===== config.mk =====
export PLATFORM = sky130hd
export DESIGN_NAME = id_stage_pipe
export DESIGN_NICKNAME = d
export VERILOG_FILES = /design/src/rtl/id_pkg.sv /design/src/rtl/id_regfile.sv /design/src/rtl/id_stage_pipe.sv
export SDC_FILE = /design/constraint.sdc
export NUM_CORES = 2
export LEC_CHECK = 0
export CAP_MARGIN = 20
export CORE_MARGIN = 3
export CORE_UTILIZATION = 45
export CTS_CLUSTER_SIZE = 40
export DETAILED_ROUTE_END_ITERATION = 16
export SETUP_SLACK_MARGIN = 0.4
export SKIP_CTS_REPAIR_TIMING = 1
export SYNTH_ARGS = -nofsm -noshare
export SYNTH_HDL_FRONTEND = slang
export SYNTH_SLANG_ARGS = --single-unit

===== constraint.sdc =====
create_clock -name clk -period 30.9 [get_ports clk]
set_input_delay 6.18 -clock clk [delete_from_list [all_inputs] [get_ports clk]]
set_output_delay 6.18 -clock clk [all_outputs]
set_load 0.005 [all_outputs]

===== src/rtl/id_pkg.sv =====
// Shared decode definitions for the ARM-subset ID stage:
// control-bundle layout, cond/mode/opcode codes and decode helpers.
package id_pkg;

  localparam int CTRL_W = 9;

  localparam int CTRL_WB_EN  = 8;
  localparam int CTRL_MEM_R  = 7;
  localparam int CTRL_MEM_W  = 6;
  localparam int CTRL_EXE_HI = 5;
  localparam int CTRL_EXE_LO = 2;
  localparam int CTRL_B      = 1;
  localparam int CTRL_S      = 0;

  localparam logic [3:0] COND_EQ = 4'h0;
  localparam logic [3:0] COND_NE = 4'h1;
  localparam logic [3:0] COND_CS = 4'h2;
  localparam logic [3:0] COND_CC = 4'h3;
  localparam logic [3:0] COND_MI = 4'h4;
  localparam logic [3:0] COND_PL = 4'h5;
  localparam logic [3:0] COND_VS = 4'h6;
  localparam logic [3:0] COND_VC = 4'h7;
  localparam logic [3:0] COND_HI = 4'h8;
  localparam logic [3:0] COND_LS = 4'h9;
  localparam logic [3:0] COND_GE = 4'ha;
  localparam logic [3:0] COND_LT = 4'hb;
  localparam logic [3:0] COND_GT = 4'hc;
  localparam logic [3:0] COND_LE = 4'hd;
  localparam logic [3:0] COND_AL = 4'he;

  localparam logic [1:0] MODE_ARITH = 2'b00;
  localparam logic [1:0] MODE_MEM   = 2'b01;
  localparam logic [1:0] MODE_BR    = 2'b10;

  localparam logic [3:0] OP_AND = 4'b0000;
  localparam logic [3:0] OP_EOR = 4'b0001;
  localparam logic [3:0] OP_SUB = 4'b0010;
  localparam logic [3:0] OP_ADD = 4'b0100;
  localparam logic [3:0] OP_ADC = 4'b0101;
  localparam logic [3:0] OP_SBC = 4'b0110;
  localparam logic [3:0] OP_TST = 4'b1000;
  localparam logic [3:0] OP_CMP = 4'b1010;
  localparam logic [3:0] OP_ORR = 4'b1100;
  localparam logic [3:0] OP_MOV = 4'b1101;
  localparam logic [3:0] OP_MVN = 4'b1111;

  localparam logic [3:0] EXE_MOV = 4'b0001;
  localparam logic [3:0] EXE_ADD = 4'b0010;
  localparam logic [3:0] EXE_ADC = 4'b0011;
  localparam logic [3:0] EXE_SUB = 4'b0100;
  localparam logic [3:0] EXE_SBC = 4'b0101;
  localparam logic [3:0] EXE_AND = 4'b0110;
  localparam logic [3:0] EXE_ORR = 4'b0111;
  localparam logic [3:0] EXE_EOR = 4'b1000;
  localparam logic [3:0] EXE_MVN = 4'b1001;

  function automatic logic cond_pass(
    input logic [3:0] cond,
    input logic [3:0] sr
  );
    logic n, z, c, v, p;
    {n, z, c, v} = sr;
    p = 1'b0;
    case (cond)
      COND_EQ: p = z;
      COND_NE: p = ~z;
      COND_CS: p = c;
      COND_CC: p = ~c;
      COND_MI: p = n;
      COND_PL: p = ~n;
      COND_VS: p = v;
      COND_VC: p = ~v;
      COND_HI: p = c & ~z;
      COND_LS: p = ~c | z;
      COND_GE: p = (n == v);
      COND_LT: p = (n != v);
      COND_GT: p = ~z & (n == v);
      COND_LE: p = z | (n != v);
      COND_AL: p = 1'b1;
      default: p = 1'b0;
    endcase
    return p;
  endfunction

  function automatic logic [CTRL_W-1:0] decode_ctrl(
    input logic [1:0] mode,
    input logic [3:0] op,
    input logic       s
  );
    logic [CTRL_W-1:0] c;
    logic [3:0] exe;
    logic wb;
    c = '0;
    exe = '0;
    wb = 1'b1;
    unique case (1'b1)
      mode == MODE_ARITH: begin
        case (op)
          OP_AND: exe = EXE_AND;
          OP_EOR: exe = EXE_EOR;
          OP_SUB: exe = EXE_SUB;
          OP_ADD: exe = EXE_ADD;
          OP_ADC: exe = EXE_ADC;
          OP_SBC: exe = EXE_SBC;
          OP_ORR: exe = EXE_ORR;
          OP_MOV: exe = EXE_MOV;
          OP_MVN: exe = EXE_MVN;
          OP_TST: begin exe = EXE_AND; wb = 1'b0; end
          OP_CMP: begin exe = EXE_SUB; wb = 1'b0; end
          default: exe = '0;
        endcase
        if (exe != '0) begin
          c[CTRL_WB_EN] = wb;
          c[CTRL_EXE_HI:CTRL_EXE_LO] = exe;
          c[CTRL_S] = s;
        end
      end
      mode == MODE_MEM: begin
        c[CTRL_EXE_HI:CTRL_EXE_LO] = EXE_ADD;
        if (s) begin
          c[CTRL_WB_EN] = 1'b1;
          c[CTRL_MEM_R] = 1'b1;
        end else begin
          c[CTRL_MEM_W] = 1'b1;
        end
      end
      mode == MODE_BR: c[CTRL_B] = 1'b1;
      default: c = '0;
    endcase
    return c;
  endfunction

endpackage


===== src/rtl/id_regfile.sv =====
// Register file: async reset, one write port, two read ports
// with same-cycle write-back bypass.
module id_regfile #(
  parameter int DATA_W = 32,
  parameter int NUM_REGS = 16,
  localparam int RA_W = $clog2(NUM_REGS)
) (
  input  logic              clk,
  input  logic              rst,
  input  logic              we,
  input  logic [RA_W-1:0]   waddr,
  input  logic [DATA_W-1:0] wdata,
  input  logic [RA_W-1:0]   raddr1,
  input  logic [RA_W-1:0]   raddr2,
  output logic [DATA_W-1:0] rdata1,
  output logic [DATA_W-1:0] rdata2
);
  import id_pkg::*;

  logic [DATA_W-1:0] regs [NUM_REGS];

  always_ff @(posedge clk or posedge rst) begin
    if (rst) begin
      for (int i = 0; i < NUM_REGS; i++)
        regs[i] <= '0;
    end else if (we) begin
      regs[waddr] <= wdata;
    end
  end

  assign rdata1 = (we && waddr == raddr1) ? wdata : regs[raddr1];
  assign rdata2 = (we && waddr == raddr2) ? wdata : regs[raddr2];

endmodule


===== src/rtl/id_stage_pipe.sv =====
// Decode stage with ID/EX register, hazard stall and stall counter.
// Define ID_FWD_EN when EX forwards results; only load-use then stalls.
module id_stage_pipe #(
  parameter int DATA_W = 32,
  parameter int NUM_REGS = 16,
  parameter int PC_W = 32,
  parameter int CTRL_W = 9,
  parameter int STALL_CNT_W = 16,
  localparam int RA_W = $clog2(NUM_REGS)
) (
  input  logic                   clk,
  input  logic                   rst,
  input  logic                   in_valid,
  output logic                   in_ready,
  input  logic [31:0]            instruction,
  input  logic [PC_W-1:0]        pc_in,
  input  logic [3:0]             sr,
  input  logic                   wb_en,
  input  logic [RA_W-1:0]        wb_dest,
  input  logic [DATA_W-1:0]      wb_value,
  input  logic                   exe_wb_en,
  input  logic                   exe_mem_r,
  input  logic [RA_W-1:0]        exe_dest,
  input  logic                   mem_wb_en,
  input  logic [RA_W-1:0]        mem_dest,
  input  logic                   ex_ready,
  input  logic                   flush,
  output logic                   out_valid,
  output logic [CTRL_W-1:0]      out_ctrl,
  output logic [PC_W-1:0]        out_pc,
  output logic [DATA_W-1:0]      out_val_rn,
  output logic [DATA_W-1:0]      out_val_rm,
  output logic [RA_W-1:0]        out_src1,
  output logic [RA_W-1:0]        out_src2,
  output logic [RA_W-1:0]        out_dest,
  output logic                   out_imm,
  output logic [11:0]            out_shift_operand,
  output logic [23:0]            out_signed_imm_24,
  output logic                   hazard,
  output logic [STALL_CNT_W-1:0] stall_count
);
  import id_pkg::*;

  logic [CTRL_W-1:0] ctrl;
  logic [RA_W-1:0]   src1;
  logic [RA_W-1:0]   src2;
  logic [DATA_W-1:0] val_rn;
  logic [DATA_W-1:0] val_rm;
  logic              use1;
  logic              use2;
  logic              hit_exe;
  logic              hit_mem;

  // A failed condition turns the instruction into a bubble.
  always_comb begin
    ctrl = '0;
    if (cond_pass(instruction[31:28], sr))
      ctrl = decode_ctrl(instruction[27:26],
                         instruction[24:21],
                         instruction[20]);
  end

  assign src1 = instruction[16 +: RA_W];
  assign src2 = ctrl[CTRL_MEM_W] ? instruction[12 +: RA_W]
                                 : instruction[0 +: RA_W];

  id_regfile #(
    .DATA_W   (DATA_W),
    .NUM_REGS (NUM_REGS)
  ) u_rf (
    .clk    (clk),
    .rst    (rst),
    .we     (wb_en),
    .waddr  (wb_dest),
    .wdata  (wb_value),
    .raddr1 (src1),
    .raddr2 (src2),
    .rdata1 (val_rn),
    .rdata2 (val_rm)
  );

  assign use1 = ~ctrl[CTRL_B];
  assign use2 = ~ctrl[CTRL_B] &
                (~instruction[25] | ctrl[CTRL_MEM_W]);

  assign hit_exe = (use1 && exe_dest == src1) ||
                   (use2 && exe_dest == src2);
  assign hit_mem = (use1 && mem_dest == src1) ||
                   (use2 && mem_dest == src2);

`ifdef ID_FWD_EN
  logic unused_fwd;
  assign unused_fwd = mem_wb_en ^ hit_mem;
  assign hazard = in_valid & (|ctrl) &
                  exe_wb_en & exe_mem_r & hit_exe;
`else
  logic unused_fwd;
  assign unused_fwd = exe_mem_r;
  assign hazard = in_valid & (|ctrl) &
                  ((exe_wb_en & hit_exe) |
                   (mem_wb_en & hit_mem));
`endif

  assign in_ready = ex_ready & ~hazard;

  always_ff @(posedge clk or posedge rst) begin
    if (rst) begin
      out_valid         <= 1'b0;
      out_ctrl          <= '0;
      out_pc            <= '0;
      out_val_rn        <= '0;
      out_val_rm        <= '0;
      out_src1          <= '0;
      out_src2          <= '0;
      out_dest          <= '0;
      out_imm           <= 1'b0;
      out_shift_operand <= '0;
      out_signed_imm_24 <= '0;
    end else if (flush) begin
      out_valid <= 1'b0;
      out_ctrl  <= '0;
    end else if (ex_ready) begin
      if (in_valid && !hazard) begin
        out_valid         <= 1'b1;
        out_ctrl          <= ctrl;
        out_pc            <= pc_in;
        out_val_rn        <= val_rn;
        out_val_rm        <= val_rm;
        out_src1          <= src1;
        out_src2          <= src2;
        out_dest          <= instruction[12 +: RA_W];
        out_imm           <= instruction[25];
        out_shift_operand <= instruction[11:0];
        out_signed_imm_24 <= instruction[23:0];
      end else begin
        out_valid <= 1'b0;
        out_ctrl  <= '0;
      end
    end
  end

  always_ff @(posedge clk or posedge rst) begin
    if (rst)
      stall_count <= '0;
    else if (in_valid && !in_ready && !flush && !(&stall_count))
      stall_count <= stall_count + 1'b1;
  end

endmodule


# [Word level (Yosys, flattened, before mapping)]
# Cells that the tools add are included.
[classes] addsub=1 order_cmp=4 eq_ne=34 n_mux=34 bitwise_logic=23 n_reduce_logical=28
[op_table] cell="$bwmux 512" n=1
[op_table] cell="$bmux 32 s4" n=2
[op_table] cell="$mux 32" n=7
[op_table] cell="$demux 32 s4" n=1
[op_table] cell="$eq 4x4->1 const B" n=12
[op_table] cell="$mux 9" n=4
[op_table] cell="$pmux 4 s9" n=1
[op_table] cell="$eq 4x3->1 const B" n=7
[op_table] cell="$eq 4x4->1" n=6
[op_table] cell="$add 16x1->16 const B" n=1
[op_table] cell="$mux 4" n=4
[op_table] cell="$reduce_and 16->1" n=1
[op_table] cell="$ge 5x5->1 const B" n=3
[op_table] cell="$not 4->5" n=3
[op_table] cell="$pmux 1 s15" n=1
[op_table] cell="$eq 4x2->1 const B" n=3
[op_table] cell="$logic_and 1x1->1" n=11
[op_table] cell="$mux 1" n=9
[op_table] cell="$reduce_or 9->1" n=1
[op_table] cell="$and 1x1->1" n=8
[op_table] cell="$eq 4x1->1 const B" n=2
[op_table] cell="$logic_not 4->1" n=2
[op_table] cell="$not 1->1" n=8
[op_table] cell="$pmux 4 s2" n=1
[op_table] cell="15 further kinds" n=25
[word_totals] reg_bits=683

# [Depth between registers and ports, before layout]
[logic_depth] depth_word=22 depth_mapped=16

# [Hierarchy]
# From an unflattened synthesis, not the netlist that was laid out.
[hier_totals] hier_cells=2274 area_unflattened_um2=34073.9
[by_module_without_submodules] module="id_regfile" instances=1 cells_per_inst=1757 area_each_um2=27301.2 seq_area_each_um2=12812.3
[by_module_without_submodules] module="id_stage_pipe" instances=1 cells_per_inst=517 area_each_um2=6772.7 seq_area_each_um2=3778.6

# [Worst setup path after synthesis]
# Ideal clock, no wire load.
[synth_path] path_type="input port to output port" startpoint="input port instruction[29]" endpoint="output port in_ready" t_arrival_ns=8.760 required_ns=24.720 slack_ns=15.960 stages=12 n_path_buf=3 path_cell_list="clkbuf_1 nor4bb_1 o31ai_1 o2111a_2 o21ai_4 mux2i_4 xnor2_1 o41ai_2 o21ai_1 buf_2 clkbuf_1 and2_1"
[synth_via] elab_chain_len=12 elab_cells_between_ends=37 cone_classes="eq/ne: 16; mux: 3; bitwise: 10; reduce/logical: 8"
[synth_lines] item="from (decl)" line_no="id_stage_pipe.sv:15" text="input logic [31:0] instruction,"
[synth_lines] item="$eq 4x4->1 (tied with other cells)" line_no="id_pkg.sv:64" text="case (cond)"
[synth_lines] item="$pmux 1 s15 *" line_no="id_pkg.sv:64"
[synth_lines] item="$mux 9 *" line_no="id_stage_pipe.sv:57" text="if (cond_pass(instruction[31:28], sr))"
[synth_lines] item="$mux 4 (tied with other cells)" line_no="id_stage_pipe.sv:64" text="assign src2 = ctrl[CTRL_MEM_W] ? instruction[12 +: RA_W]"
[synth_lines] item="$eq 4x4->1 (tied with other cells)" line_no="id_stage_pipe.sv:87" text="(use2 && exe_dest == src2);"
[synth_lines] item="$logic_and 1x1->1, on equally long branches" line_no="id_stage_pipe.sv:87, id_stage_pipe.sv:89"
[synth_lines] item="$logic_or 1x1->1, on equally long branches" line_no="id_stage_pipe.sv:86, id_stage_pipe.sv:88"
[synth_lines] item="$and 1x1->1, on equally long branches" line_no="id_stage_pipe.sv:100, id_stage_pipe.sv:101"
[synth_lines] item="$or 1x1->1" line_no="id_stage_pipe.sv:100" text="((exe_wb_en & hit_exe) |"
[synth_lines] item="$and 1x1->1 *" line_no="id_stage_pipe.sv:99" text="assign hazard = in_valid & (|ctrl) &"
[synth_lines] item="$not 1->1 *" line_no="id_stage_pipe.sv:104" text="assign in_ready = ex_ready & ~hazard;"
[synth_lines] item="$and 1x1->1 *" line_no="id_stage_pipe.sv:104"
[synth_lines] item="to (decl)" line_no="id_stage_pipe.sv:14" text="output logic in_ready,"
# Mark *: on every way between the ends. The rest lies on a longest branch, timed or not.

# [Worst setup path in the final report]
[layout_path] startpoint="input port instruction[31]" endpoint="output port in_ready"
# Same word-level chain as after synthesis.

==> summary.md <==
| Metric | Value |
|---|---|
| FFs w/ async S/R, synth | 100.0% |
| PortBufs | 292 |
| Sw Ratio | 28.20% |
| Peak VDD IR | 36.70 uV |
| Worst slew pin tran | 1.117 ns |
| Unrepaired setup endpoints after global routing | no |
| Post-synth EDFFs | 0 |
| Seq pwr share | 43.1% |
| Total GRT Usage | 27.55% |
| Hold path depth | 2 |
| Overflow after GRT | 0 |
| Largest net degree at the start of global routing | 123 |
| Synth cell types | 65 |
| Max_cap viols | 0 |
| R2R cell count | 7 |
| Final period util | 52.82% |
| Run status | finished, final reports clean |
| Die Y | 284.0 um |
| Final HPWL DP | 62.80 mm |
| Sequential area share after synthesis | 47.69% |
| Synth top area cells | dfrtp_1 48%, mux2_2 22%, mux4_2 10% |
| Top-count cell post-synth | mux2_2 |
| Startpoint types | input port |
| DR vias | 24340 |
| Pwr per Cell Area | 69.33 mW/mm^2 |
| # IOs | 294 |
| Hold Violations, Final | 0 |
| Share of layout cells above drive strength 1 | 39.37% |
| Hold endpoint | out_valid$_DFFE_PP0P_ |
| Synth Flop Type | dfrtp_1 |
| Worst hold start | out_valid$_DFFE_PP0P_ |
| Fmax | 61.26 MHz |
| Layout net count | 2863 |
| Max clock buf depth | 3 |
| Internal power | 2.035 mW |
| Critical path type | input port to output pin |
| FF+latch count, synth | 663 |
| CP Max Fanout | 24 |
| GPL Wtd Cong | 0.8140 |
| P&R area growth vs syn | 17.52% |
| Drt first pass iters | 8 |
| Max-slew violations | 0 |
| Synth warn | 0 |
| Share of the synthesized area in the top cell type | 47.69% |
| Starting DRT DRC Count | 2242 |
| DIE AREA | 0.08068 mm^2 |
| Net switching power | 0.7992 mW |
| Post-route cell area | 0.04088 mm^2 |
| Final wirelength | 111.8 mm |
| CORE AREA | 0.07620 mm^2 |
| Clock power share | 31.6% |
| Cell Rows | 101 |
| Layout Skew | 0.02315 ns |
| Vias per cell | 6.351 |
| CTS buffer count | 75 |
| Area leader, netlist | dfrtp_1 |
| Initial antenna violation count | 4 |
| Tmin final | 16.32 ns |
| LEAKAGE | 16.99 nW |
| Final setup fails | 0 |
| Final ANT Viol Nets | 0 |
| Depth of the CTS H-tree | 3 |
| Top cells by count, synth | 684 x mux2_2, 663 x dfrtp_1, 174 x clkbuf_1 |
| Wire per inst | 29.18 um |
| Vias in the first global route | 25360 |
| Root Driver | clkbuf_16 |
| CTS tree | done |
| R2R Setup Slk | 28.42 ns |
| R2R Path End | stall_count[8]$_DFFE_PP0P_ |
| Total power | 2.834 mW |
| Mapped Area | 0.03479 mm^2 |
| Die Wd | 284.0 um |
| Min-Delay Path Class | register to register |
| Comb power frac | 25.3% |
| Num Clock Sinks | 663 |
| Syn_nets | 2711 |
| Mean post-synth cell area | 13.44 um^2 |
| Clock latency on the worst-skew pair | 0.63 ns |
| Max-slew headroom | 25.55% |
| Initial core utilization | 45.65% |
| WP data required | 24.72 ns |
| Dpl cell area | 0.03844 mm^2 |
| Worst setup EP type | output pin |
| Syn Inst Count | 2589 |
| Critical R2R Launch | stall_count[2]$_DFFE_PP0P_ |
| First-pass GRT wire length | 168.9 mm |
| WP data arrival | 10.14 ns |
| Setup tns final | 0 ns |
| Worst-path clk slew | 0.06 ns |
| Post-route DRC | 0 |
-- cells by family (layout without fill, tap and decap cells) --
family,Yosys count,in the layout,share of synthesized area [%]
fa+ha+maj,1,1,0.03596
mux,958,958,36.45
compound gates,339,339,7.128
buf+inv,279,489,3.445
other cells,0,3,0
xor+xnor,38,38,0.9567
simple gates,311,311,4.298
flops,663,663,47.69
-- worst max-delay path, cell delays in order --
cell             delay (ns)
clkdlybuf4s50_1        0.74
and3b_1                0.23
o311ai_1               0.37
o2111ai_1              0.36
o211ai_2               0.25
buf_4                  0.39
and2_2                 0.26
xnor2_1                0.07
nor4_1                 0.48
o21ai_4                0.17
and2_1                 0.19
clkdlybuf4s50_1        0.44
-- stage by stage --
step / setup slack, ns / utilization, % / hold slack [ns] / instances
after CTS: 14.61 / 53.64 / 0.4861 / 3829
after floorplan: 6.139 / - / 0.4707 / 2589
after detailed placement: 14.62 / 50.45 / 0.4716 / 3694
after global routing: 14.33 / 53.65 / 0.5074 / 3831
after global placement: 14.67 / 50.45 / 0.4618 / 3694
final: 14.58 / 53.65 / 0.4838 / 3832
-- cell type report --
| type | instances | area, um^2 |
|---|---|---|
| Timing Repair Buffer | 347 | 3331 |
| Tap cell | 1030 | 1289 |
| Fill cell | 6357 | 35320 |
| Sequential cell | 663 | 16590 |
| Inverter | 7 | 33.78 |
| Multi-Input combinational cell | 1647 | 17200 |
| Clock buffer | 113 | 2221 |
| Clock inverter | 22 | 215.2 |
| Antenna cell | 3 | 7.507 |
-- worst max-delay path by stage --
stage,from,end,slack (ns)
CTS,instruction[26],in_ready,14.61
detailed placement,instruction[31],in_ready,14.62
global placement,instruction[26],in_ready,14.67
floorplan,rst,out_ctrl[0]$_DFFE_PP0P_,6.14
global route,instruction[31],in_ready,14.33
finish,instruction[31],in_ready,14.58
-- routing by layer --
metal / part of all wire (%) / GRT usage [%] / wire (um)
met1: 42 / 37.63 / 47460
met2: 47 / 44.28 / 53050
met4: 3.3 / 9.658 / 3725
met5: 0.012 / 0 / 13
met3: 6.8 / 5.173 / 7569
-- power groups by stage --
stage,Combinational (mW),Clock (mW),Sequential [mW]
floorplan,0.474,0,1.19
global placement,0.703,0,1.21
detailed placement,0.718,0,1.23
CTS,0.722,0.912,1.22
global route,0.772,0.945,1.25
finish,0.718,0.894,1.22
-- layout by cell type, fill, tap and decap left out, drive strengths merged, types with 52 or more instances in the layout --
cell type      count
dfrtp            663
mux2             730
mux4             160
buf               59
clkbuf           114
mux2i             68
a31oi             52
nand2            130
o22ai             58
clkdlybuf4s50    287
-- state kept, by name, indices dropped and copies added (netlist names) --
name / count
u_rf.regs: 512
out_pc: 32
out_val_rm: 32
out_val_rn: 32
stall_count: 16
out_shift_operand: 11
out_ctrl: 9
out_signed_imm_24: 7
out_src2: 4
out_dest: 3
out_src1: 3
out_imm: 1
out_valid: 1
Note: power is estimated with default switching activity, not from simulation.
